==> config.mk <==
export PLATFORM = sky130hd
export DESIGN_NAME = adder_pipe
export DESIGN_NICKNAME = d
export VERILOG_FILES = /design/src/rtl/adder_pkg.sv /design/src/rtl/adder_pipe_addsub_core.sv /design/src/rtl/adder_pipe.sv
export SDC_FILE = /design/constraint.sdc
export NUM_CORES = 1
export LEC_CHECK = 0
export ABC_AREA = 1
export CAP_MARGIN = 25
export CORE_MARGIN = 2
export CORE_UTILIZATION = 59
export CTS_BUF_LIST = sky130_fd_sc_hd__clkbuf_4 sky130_fd_sc_hd__clkbuf_8
export DETAILED_ROUTE_END_ITERATION = 10
export DONT_BUFFER_PORTS = 1
export HOLD_SLACK_MARGIN = 0.15
export PLACE_DENSITY_LB_ADDON = 0.25
export SKIP_LAST_GASP = 1
export SLEW_MARGIN = 10
export SYNTH_ARGS = -nofsm -noshare
export SYNTH_HDL_FRONTEND = slang
export SYNTH_SLANG_ARGS = --single-unit
export TNS_END_PERCENT = 100
==> constraint.sdc <==
create_clock -name CLK -period 3.4 [get_ports CLK]
set_input_delay 0.34 -clock CLK [delete_from_list [all_inputs] [get_ports CLK]]
set_output_delay 0.34 -clock CLK [all_outputs]
set_load 0.02 [all_outputs]
==> src/rtl/adder_pkg.sv <==
// Shared definitions for the adder_pipe block.
// Contents: MODE encodings, plus helpers for the two's-complement
// overflow rules used by the arithmetic core.
package adder_pkg;

  localparam logic [1:0] MODE_ADD = 2'b00;  // A + B
  localparam logic [1:0] MODE_SUB = 2'b01;  // A - B
  localparam logic [1:0] MODE_ACC = 2'b10;  // ACC + A
  localparam logic [1:0] MODE_CLR = 2'b11;  // ACC <- 0

  // Signed overflow of x + y.
  // Both operands have the same sign, but the result's sign differs from it.
  function automatic logic add_ovf(input logic xs, input logic ys, input logic rs);
    return (xs == ys) && (rs != xs);
  endfunction

  // Signed overflow of x - y.
  // The operands have different signs, and the result's sign differs from x.
  function automatic logic sub_ovf(input logic xs, input logic ys, input logic rs);
    return (xs != ys) && (rs != xs);
  endfunction

endpackage

==> src/rtl/adder_pipe_addsub_core.sv <==
// addsub_core: purely combinational add/sub/acc/clear datapath.
// Ports:
//   MODE   in   2      operation select (adder_pkg MODE_*)
//   X, Y   in   WIDTH  operands (for accumulate, X = ACC and Y = A)
//   SUM    out  WIDTH  result; clamped when SATURATE=1 and carry/borrow is set
//   CARRY  out  1      raw unsigned carry-out (add/acc) or borrow (sub)
//   OVF    out  1      raw two's-complement overflow
// In clear mode, SUM, CARRY and OVF are all zero.
module addsub_core
  import adder_pkg::*;
#(
  parameter int WIDTH    = 8,
  parameter bit SATURATE = 1'b0
) (
  input  logic [1:0]       MODE,
  input  logic [WIDTH-1:0] X,
  input  logic [WIDTH-1:0] Y,
  output logic [WIDTH-1:0] SUM,
  output logic             CARRY,
  output logic             OVF
);

  logic [WIDTH:0] add_s;
  logic [WIDTH:0] sub_s;

  // The extra top bit carries out the carry (add) or the borrow (sub).
  // For the subtract, that bit is 1 exactly when X < Y.
  assign add_s = {1'b0, X} + {1'b0, Y};
  assign sub_s = {1'b0, X} - {1'b0, Y};

  // Select the result and flags by MODE.
  // Saturation changes only SUM; the flags always describe the raw result.
  always_comb begin
    SUM   = {WIDTH{1'b0}};
    CARRY = 1'b0;
    OVF   = 1'b0;
    case (MODE)
      MODE_ADD, MODE_ACC: begin
        CARRY = add_s[WIDTH];
        OVF   = add_ovf(X[WIDTH-1], Y[WIDTH-1], add_s[WIDTH-1]);
        SUM   = (SATURATE && add_s[WIDTH]) ? {WIDTH{1'b1}} : add_s[WIDTH-1:0];
      end
      MODE_SUB: begin
        CARRY = sub_s[WIDTH];
        OVF   = sub_ovf(X[WIDTH-1], Y[WIDTH-1], sub_s[WIDTH-1]);
        SUM   = (SATURATE && sub_s[WIDTH]) ? {WIDTH{1'b0}} : sub_s[WIDTH-1:0];
      end
      MODE_CLR: begin
        SUM   = {WIDTH{1'b0}};
        CARRY = 1'b0;
        OVF   = 1'b0;
      end
      default: begin
        SUM   = {WIDTH{1'b0}};
        CARRY = 1'b0;
        OVF   = 1'b0;
      end
    endcase
  end

endmodule

==> src/rtl/adder_pipe.sv <==
// adder_pipe: a two-stage, flow-controlled arithmetic stage.
// Operations: add, subtract, accumulate and clear.
// Ports:
//   CLK        in   1      clock, rising edge
//   RST        in   1      synchronous active-high reset
//   IN_VALID   in   1      A, B and MODE are valid
//   IN_READY   out  1      stage 1 can accept this cycle (0 while RST is high)
//   A, B       in   WIDTH  operands
//   MODE       in   2      00 add, 01 sub, 10 accumulate, 11 clear ACC
//   OUT_VALID  out  1      SUM, CARRY and OVF are valid
//   OUT_READY  in   1      downstream accepts this cycle
//   SUM        out  WIDTH  result
//   CARRY      out  1      carry (add/acc) or borrow (sub)
//   OVF        out  1      signed overflow of the unwrapped result
// Stage 1 registers the operands.
// Arithmetic is evaluated on the stage-1 contents as they move to stage 2,
// which is the output register. There is therefore no combinational path
// from A or B to SUM.
module adder_pipe
  import adder_pkg::*;
#(
  parameter int WIDTH    = 8,
  parameter bit SATURATE = 1'b0
) (
  input  logic             CLK,
  input  logic             RST,
  input  logic             IN_VALID,
  output logic             IN_READY,
  input  logic [WIDTH-1:0] A,
  input  logic [WIDTH-1:0] B,
  input  logic [1:0]       MODE,
  output logic             OUT_VALID,
  input  logic             OUT_READY,
  output logic [WIDTH-1:0] SUM,
  output logic             CARRY,
  output logic             OVF
);

  // Stage 1: input register
  logic             s1_valid_r;
  logic [WIDTH-1:0] a_r;
  logic [WIDTH-1:0] b_r;
  logic [1:0]       mode_r;

  // Stage 2: output register
  logic             out_valid_r;
  logic [WIDTH-1:0] sum_r;
  logic             carry_r;
  logic             ovf_r;

  logic [WIDTH-1:0] acc_r;

  logic             adv2_s;
  logic             xfer_s;
  logic             accept_s;
  logic             in_ready_s;
  logic [WIDTH-1:0] x_s;
  logic [WIDTH-1:0] y_s;
  logic [WIDTH-1:0] core_sum_s;
  logic             core_carry_s;
  logic             core_ovf_s;

  // Handshake decode.
  // Stage 2 can take new data when it is empty, or when it is being drained
  // this cycle. Stage 1 can take new data when it is empty, or when its
  // contents are moving on this cycle.
  assign adv2_s     = !out_valid_r || OUT_READY;
  assign xfer_s     = s1_valid_r && adv2_s;
  assign in_ready_s = !RST && (!s1_valid_r || adv2_s);
  assign accept_s   = IN_VALID && in_ready_s;

  // Accumulate adds A to ACC. Every other mode works on A and B.
  assign x_s = (mode_r == MODE_ACC) ? acc_r : a_r;
  assign y_s = (mode_r == MODE_ACC) ? a_r   : b_r;

  addsub_core #(
    .WIDTH    (WIDTH),
    .SATURATE (SATURATE)
  ) u_core (
    .MODE  (mode_r),
    .X     (x_s),
    .Y     (y_s),
    .SUM   (core_sum_s),
    .CARRY (core_carry_s),
    .OVF   (core_ovf_s)
  );

  // Stage 1: load on accept.
  // The stage empties when its contents move on and nothing replaces them.
  always_ff @(posedge CLK) begin
    if (RST) begin
      s1_valid_r <= 1'b0;
      a_r        <= {WIDTH{1'b0}};
      b_r        <= {WIDTH{1'b0}};
      mode_r     <= MODE_ADD;
    end else if (accept_s) begin
      s1_valid_r <= 1'b1;
      a_r        <= A;
      b_r        <= B;
      mode_r     <= MODE;
    end else if (adv2_s) begin
      s1_valid_r <= 1'b0;
    end else begin
      s1_valid_r <= s1_valid_r;
    end
  end

  // Stage 2: capture the core result on transfer.
  // The result and flags are held while stalled.
  always_ff @(posedge CLK) begin
    if (RST) begin
      out_valid_r <= 1'b0;
      sum_r       <= {WIDTH{1'b0}};
      carry_r     <= 1'b0;
      ovf_r       <= 1'b0;
    end else if (adv2_s) begin
      out_valid_r <= s1_valid_r;
      if (xfer_s) begin
        sum_r   <= core_sum_s;
        carry_r <= core_carry_s;
        ovf_r   <= core_ovf_s;
      end
    end else begin
      out_valid_r <= out_valid_r;
    end
  end

  // Accumulator update.
  // ACC changes on the same edge that the op reaches stage 2, so the next
  // accumulate in stage 1 already sees the new value.
  always_ff @(posedge CLK) begin
    if (RST) begin
      acc_r <= {WIDTH{1'b0}};
    end else if (xfer_s && (mode_r == MODE_ACC)) begin
      acc_r <= core_sum_s;
    end else if (xfer_s && (mode_r == MODE_CLR)) begin
      acc_r <= {WIDTH{1'b0}};
    end else begin
      acc_r <= acc_r;
    end
  end

  assign IN_READY  = in_ready_s;
  assign OUT_VALID = out_valid_r;
  assign SUM       = sum_r;
  assign CARRY     = carry_r;
  assign OVF       = ovf_r;

endmodule

=== Word level (Yosys, flattened, before mapping) ===
Index checks and enable logic that the tools add are counted.

* Word-level logic and storage cells: 44
* Bits in registers: 38
* Bits of input ports: 22
* Output and inout bits: 12

* Equal/unequal tests: 7
* Add/subtract/negate cells: 2
* Multiplexer cells: 9
* Reductions and logical operators: 17

{| class="wikitable"
|+ Operators by type and width
! cell !! number
|-
| 2-to-1 mux 8 bit || 4
|-
| case mux 8 bit (3 select lines) || 1
|-
| adder 8 x 8 -> 9 bit || 1
|-
| subtractor 8 x 8 -> 9 bit || 1
|-
| logical AND 1 bit || 7
|-
| case mux 1 bit (3 select lines) || 2
|-
| == test 2 bit (second input constant) || 2
|-
| nonzero test 2 bit || 2
|-
| zero test 1 bit || 3
|-
| inequality test 1 bit || 3
|-
| == test 2 x 1 -> 1 bit (second input constant) || 1
|-
| zero test 2 bit || 1
|-
| logical OR 1 bit || 2
|-
| 2-to-1 mux 1 bit || 2
|-
| AND reduction 2 bit || 1
|-
| OR reduction 2 bit || 1
|-
| == test 1 bit || 1
|}

=== Depth between registers and ports, before layout ===
Gate-level depths: netlist of run 1.

* Word-level depth: 6
* Depth in mapped cells: 21
* Mapped depth without buffers: 19

=== By module ===
A second synthesis of run 1 with hierarchy kept.

* Cell total of the unflattened synthesis: 380
* Area total of the unflattened synthesis: 2511.2 um^2

{| class="wikitable"
|+ Modules (own cells, without submodules)
! module !! sequential area each (um^2) !! area each (um^2) !! cells each !! instances
|-
| adder_pipe || 760.7 || 1601.5 || 222 || 1
|-
| addsub_core || 0.0 || 909.6 || 158 || 1
|}

=== Least setup slack after synthesis of run 1 ===
OpenSTA, ideal clock, no wires.

* Path kind: flip-flop to flip-flop
* From: reg mode_r[0]
* To: reg sum_r[6], in the netlist SUM[6]
* Clock period less this slack: 2.617 ns
* Path buffers: 2
* Path slack: 0.783 ns
* Arrival: 2.508 ns
* Stages on the path, launching flop included: 20
* Library setup time: 0.109 ns
* Data required time: 3.291 ns
* Cells stage by stage: dfxtp_1 -> inv_2 -> nand2_4 -> buf_4 -> clkbuf_1 -> o21ai_0 -> ha_1 -> inv_1 -> fa_1 -> nand3_1 -> nand2_1 -> nand2_1 -> nand2_1 -> a21oi_1 -> xor2_1 -> inv_1 -> nand2_1 -> nand3_1 -> nand2_1 -> inv_1

* Word-level cells in the longest chain between the ends: 4
* Elaborated cells on any way between the ends: 10
* Classes of those cells: add/sub: 2; eq/ne: 3; mux: 3; reduce/logical: 2

{| class="wikitable"
|+ Ends and longest elaborated chain
! item !! RTL line !! source
|-
| from (decl) || adder_pipe.sv:43 || <nowiki>logic [1:0] mode_r;</nowiki>
|-
| from (signal assigned) || adder_pipe.sv:95 || <nowiki>mode_r <= MODE_ADD;</nowiki>
|-
| from (signal assigned) || adder_pipe.sv:100 || <nowiki>mode_r <= MODE;</nowiki>
|-
| == test 2 bit || adder_pipe_addsub_core.sv:37, adder_pipe.sv:73, adder_pipe.sv:74 ||
|-
| 2-to-1 mux 8 bit, on equally long branches || adder_pipe.sv:73, adder_pipe.sv:74 ||
|-
| subtractor 8 x 8 -> 9 bit or adder 8 x 8 -> 9 bit (tied branches) || adder_pipe_addsub_core.sv:29, adder_pipe_addsub_core.sv:28 ||
|-
| case mux 8 bit (3 select lines) (*) || adder_pipe_addsub_core.sv:37 || <nowiki>case (MODE)</nowiki>
|-
| to (signal assigned) || adder_pipe.sv:113 || <nowiki>sum_r <= {WIDTH{1'b0}};</nowiki>
|-
| to (signal assigned) || adder_pipe.sv:119 || <nowiki>sum_r <= core_sum_s;</nowiki>
|-
| to (decl) || adder_pipe.sv:47 || <nowiki>logic [WIDTH-1:0] sum_r;</nowiki>
|}

Every way passes the cells marked *; elsewhere a longest branch is shown, timed or not.
A chain may end at the register's enable or synchronous reset.

=== Final worst setup path of run 1 ===
* From: reg mode_r[1]
* To: reg sum_r[6], in the netlist SUM[6]

The elaborated chain is that of the path after synthesis.

==> results of run 1 <==
[final cells by class]
class / count / area [um2]
multi-input combinational: 265 / 1430
fill: 370 / 1429
sequential: 38 / 760.7
inverter: 53 / 198.9
clock buffer: 7 / 90.09
tap: 50 / 62.56
timing repair buffer: 5 / 52.55
clock inverter: 1 / 5.005
[state kept, by name (all words and copies together), names as in the netlist]
| signal | cells |
|---|---|
| CARRY | 1 |
| OUT_VALID | 1 |
| OVF | 1 |
| SUM | 8 |
| a_r | 8 |
| acc_r | 8 |
| b_r | 8 |
| mode_r | 2 |
| s1_valid_r | 1 |
[cell usage after synthesis (3+ instances only)]
master / instances
inv_1: 48
nand2_1: 93
buf_6: 4
nand4_1: 8
o21ai_0: 26
buf_4: 3
o31ai_1: 12
ha_1: 17
nand3_1: 13
nand2_2: 10
nor2_1: 32
clkbuf_1: 5
inv_2: 3
dfxtp_1: 38
xor2_1: 3
a21oi_1: 31
[final timing paths]
path	to	depth (start not counted)	startpoint	slack, ps
max	SUM[6]	16	mode_r[1]	440
min	a_r[7]	2	A[7]	150
max reg2reg	SUM[6]	16	mode_r[1]	440
min reg2reg	acc_r[0]	2	acc_r[0]	460
[worst max-delay path, cell delays in order, from the launching register on]
cell and delay, ps:
dfxtp_1 620, nand2_4 280, o21ai_0 350, ha_1 210, inv_1 60, fa_1 390, nand3_1 110, nand2_1 110
nand2_1 100, nand2_1 60, a21oi_1 140, xor2_1 160, inv_1 50, nand2_1 50, nand3_1 70, nand2_1 70
inv_1 30
[cells by family after synthesis]
family,count (synthesis)
DFF,38
adders and majority gates,18
and+or+nand+nor,164
xor gates and xnor gates,3
buffers and inverters,67
AOI/OAI and AO/OA,80
[per-layer routing]
metal  vias to the layer above  part of all wire (%)  GRT usage, %
li1                       1190                     -             -
met1                      1036                    46         39.72
met2                        80                    44         43.15
met3                        12                   7.9         5.844
met4                         0                   2.1         10.29
met5                         -                     0             0
[power by group]
part,switching (mW),internal (mW)
combinational,0.265,0.133
clock,0.153,0.171
sequential,0.0321,0.474
[timing repair]
item,CTS,global route
hold endpoints to repair,19,1
setup endpoints to repair,0,0
hold buffers,2,1
[per-stage QoR]
step           cells  instance area (um2)  worst slack (ps)  total power [mW]  hold slack, ps
2_1_floorplan    370                 2486             783.3            0.8240           440.0
3_3_place_gp     407                 2460             527.3            0.8947           407.9
3_5_place_dp     407                 2460             495.4            0.8960           411.2
4_1_cts          417                 2575             481.9             1.223           151.3
5_1_grt          419                 2600             199.9             1.307           152.6
6_report         419                 2600             443.9             1.229           153.4
==> reports/metrics.cfg, run 1 <==
[global_routing]
grt_overflow_total=0
grt_pass1_vias=2059
grt_first_pass_wirelength_mm=9.811
grt_max_degree=34
grt_use_total_pct=28.38
antenna_found_initial=0

[detailed_routing]
postRouteAntennaNets=0
routed_via_density=5.532
wirelength_mm=5.915
num_vias=2318
drt_iter0_drc=188
wl_per_cell_um=14.12
drt_pass1_iterations=5
drc=0

[clock_tree]
htreeDepth=2
root_buffer=clkbuf_8
ctsResizeCount=0
clock-sinks=38
post_cts_buffers=0
clk_pin_slew_ps=70
clock_latency_ps=300
clock_path_buffers=2
cts-buffers-inserted=5
cts_tree=done

[cells_and_area]
synthToLayoutAreaGrowth_pct=4.580
antenna_cells=0
drive_above_1_share_pct=8.130
mostFrequentLayoutCells=nand2_1 (93), inv_1 (48), dfxtp_1 (38)
utilization_pct=64.53
finalNetCount=408
final_common_cell=nand2_1

[timing]
slew_viol_final=0
fin_crit_sh_pct=86.95
hold_viol=0
rsz0062_at_grt=no
fin_tns_setup_ps=0
tightestPinTransition_ps=753.3
finalCriticalPeriod_ps=2956
fmax_mhz=338.3
setup-violations-final=0
relSlewSlack_pct=49.61
skew_ps=7.494

[synthesis]
ys_warn_count=0
synth_cell_type_count=34
synthCells=370
yosysTopAreaCell=dfxtp_1
syn_area_um2=2486
synth_top_family_by_area=simple AND/OR/NAND/NOR gates
avgSynthCellArea_um2=6.719
synth_top_flop_cell=dfxtp_1
synthSimpleGateAreaFrac_pct=28.33
syn_nets=410
synth_compound_area_share_pct=18.77
synth_mux_area_share_pct=0
synth-async-reset-ratio_pct=0
synthAdderAreaFrac_pct=9.361
ys_ff_latch=38
synth_top_area_share_pct=30.60
synth_edf_count=0
synth_area_leaders=dfxtp_1 (31%), nand2_1 (14%), ha_1 (8.6%)
yosys.area_share.xor_xnor_pct=1.057
yosysSeqAreaShare_pct=30.60

[pwr]
pwr_density_cell_nw_per_um2=472.5
ir_drop_mv=0.3447
p_leak_nw=1.231

[floorplan]
core_region_area_um2=4029
row_count=23
die_w_um=68.92
die_y_um=68.92
start_util_pct=61.71
io_pins=34
die-area_um2=4749

[setup_path]
cp.arrival_ps=3150
worstPathRequired_ps=3590
worstSetupPathType=reg2reg
start_kind=register
cp-end-kind=register
worstPathMaxFanout=33

[placed_design]
portBuffers=0
dp.final_hpwl_mm=4.542
gp_congestion=0.9396

[run_status]
status=complete, no violations

[hold_path]
hp-class=in2reg

[job]
cap_violations=0

Note: power is estimated with default switching activity, not from simulation.
==> inputs of run 2 (changes only) <==
--- a/config.mk
+++ b/config.mk
@@ -13,7 +13,7 @@
 export DETAILED_ROUTE_END_ITERATION = 10
 export DONT_BUFFER_PORTS = 1
 export HOLD_SLACK_MARGIN = 0.15
-export PLACE_DENSITY_LB_ADDON = 0.25
+export PLACE_DENSITY = 0.79
 export SKIP_LAST_GASP = 1
 export SLEW_MARGIN = 10
 export SYNTH_ARGS = -nofsm -noshare
==> reports/metrics.cfg, run 2 (synthesis gave the netlist of run 1 again) <==
[run_status]
status=complete, no violations

[floorplan]
die-area_um2=4749  ; unchanged
die_w_um=68.92  ; unchanged
core_region_area_um2=4029  ; unchanged
die_y_um=68.92  ; unchanged
row_count=23  ; unchanged
io_pins=34  ; unchanged
start_util_pct=61.71  ; unchanged

[placed_design]
dp.final_hpwl_mm=4.588  ; +1.0%
gp_congestion=0.9827  ; +4.6%
numPlacedInstances=407  ; unchanged
portBuffers=0  ; unchanged

[timing]
fmax_mhz=328.4  ; -2.9%
finalCriticalPeriod_ps=3045  ; +88.69 ps
slew_viol_final=0  ; unchanged
rsz0062_at_grt=no
fin_crit_sh_pct=89.55  ; +2.6 points
tightestPinTransition_ps=616.2  ; -137.1 ps
skew_ps=3.481  ; -4.012 ps
relSlewSlack_pct=58.79  ; +9.2 points
hold_viol=0  ; unchanged
setup-violations-final=0  ; unchanged
fin_tns_setup_ps=0  ; unchanged

[pwr]
ir_drop_mv=0.3596  ; +4.3%
p_leak_nw=1.223  ; -0.69%
pwr_density_cell_nw_per_um2=466.3  ; -1.3%

[global_routing]
grt_first_pass_wirelength_mm=9.908  ; +0.99%
grt_max_degree=34  ; unchanged
grt_use_total_pct=28.58  ; +0.20 points
antenna_found_initial=0  ; unchanged
grt_pass1_vias=2117  ; +2.8%
grt_overflow_total=0  ; unchanged

[detailed_routing]
routed_via_density=5.573  ; +0.74%
num_vias=2324  ; +0.26%
drc=0  ; unchanged
wirelength_mm=6.097  ; +3.1%
drt_pass1_iterations=5  ; unchanged
wl_per_cell_um=14.62  ; +3.6%
drt_iter0_drc=262  ; +39%
postRouteAntennaNets=0  ; unchanged

[setup_path]
crit_chain=nand2_4, o21ai_0, ha_1, inv_1, fa_1, nand3_1, nand2_1, nand2_1, nand2_1, a21oi_1, xor2_1, inv_1, nand2_1, nand3_1, nand2_1, inv_1
worstPathMaxFanout=33  ; unchanged
worstSetupPathType=reg2reg
cp_top_family=simple AND/OR/NAND/NOR gates
start_kind=register
worstPathRequired_ps=3590  ; about the same
max_stage_delay_ps=590  ; -30 ps
cp_common_cell=nand2_1
cp.arrival_ps=3230  ; +80 ps
r2r-start=mode_r[1]
cp-end-kind=register
path_buf_inv=3  ; unchanged
startpoint=mode_r[1]
crit_slowest_cell=dfxtp_1

[hold_path]
hp-class=in2reg
hold_start=RST

[cells_and_area]
finalNetCount=408  ; unchanged
final_cells=417  ; -0.48%
synthToLayoutAreaGrowth_pct=4.076
antenna_cells=0  ; unchanged
final_common_cell=nand2_1
fill_cells=410  ; +11%
mostFrequentLayoutCells=nand2_1 (93), inv_1 (48), dfxtp_1 (38)
drive_above_1_share_pct=7.629  ; -0.50 points

[clock_tree]
htreeDepth=2  ; unchanged
ctsResizeCount=0  ; unchanged
clock_latency_ps=280  ; -20 ps
cts-buffers-inserted=5  ; unchanged
clock-sinks=38  ; unchanged
cts_tree=done
clock_path_buffers=2  ; unchanged
clk_pin_slew_ps=70  ; about the same
root_buffer=clkbuf_8

[job]
cap_violations=0  ; unchanged

==> run 2: changes by cell type in the layout (fill, tap and decap cells not counted) <==
| cell | delta |
|---|---|
| clkinv_2 | -1 |
| clkbuf_4 | -1 |
==> run 2: worst paths after layout <==
kind	end	slack, ps	cells after the start
worst min-delay path	a_r[0]	150	1
worst min register to register	acc_r[3]	480	2
worst max-delay path	SUM[6]	360	16
worst max register to register	SUM[6]	360	16
==> run 2: what timing repair did <==
action                    CTS  global route
buffers inserted            0             0
hold buffers                2             1
hold endpoints to repair   15             2
==> run 2: layer usage <==
metal | share of wire [%] | wire, um | vias up | track usage [%]
li1 | - | - | 1193 | -
met2 | 45 | 2746 | 80 | 46.27
met5 | 0 | 0 | - | 0
met4 | 2.2 | 134 | 0 | 8.824
met3 | 5.7 | 349 | 17 | 4.708
met1 | 47 | 2866 | 1034 | 38.96
==> run 2: power breakdown <==
part	switching [mW]	leakage (nW)	internal, mW
clock network	0.144	0.0431	0.156
registers	0.0311	0.312	0.474
logic	0.269	0.867	0.132
total	0.444	1.22	0.763
==> run 2: final cells by class <==
class | instances | area [um2] | area share [%]
flip-flops and latches | 38 | 760.7 | 29.40
clock buffers | 6 | 82.58 | 3.191
inverters | 53 | 198.9 | 7.689
repair buffers | 5 | 52.55 | 2.031
well taps | 50 | 62.56 | 2.418
multi-input cells | 265 | 1430 | 55.27
==> run 2: metrics by stage <==
step / area, um2 / power, mW / worst slack (ps) / utilization (%) / hold WS [ps]
6_report: 2587 / 1.207 / 355.2 / 64.22 / 153.5
4_1_cts: 2562 / 1.200 / 396.7 / 63.60 / 150.6
3_3_place_gp: 2460 / 0.8950 / 525.1 / 61.06 / 408.1
2_1_floorplan: 2486 / 0.8240 / 783.3 / - / 440.0
5_1_grt: 2587 / 1.283 / 60.87 / 64.22 / 150.1
3_5_place_dp: 2460 / 0.8980 / 430.5 / 61.06 / 416.3
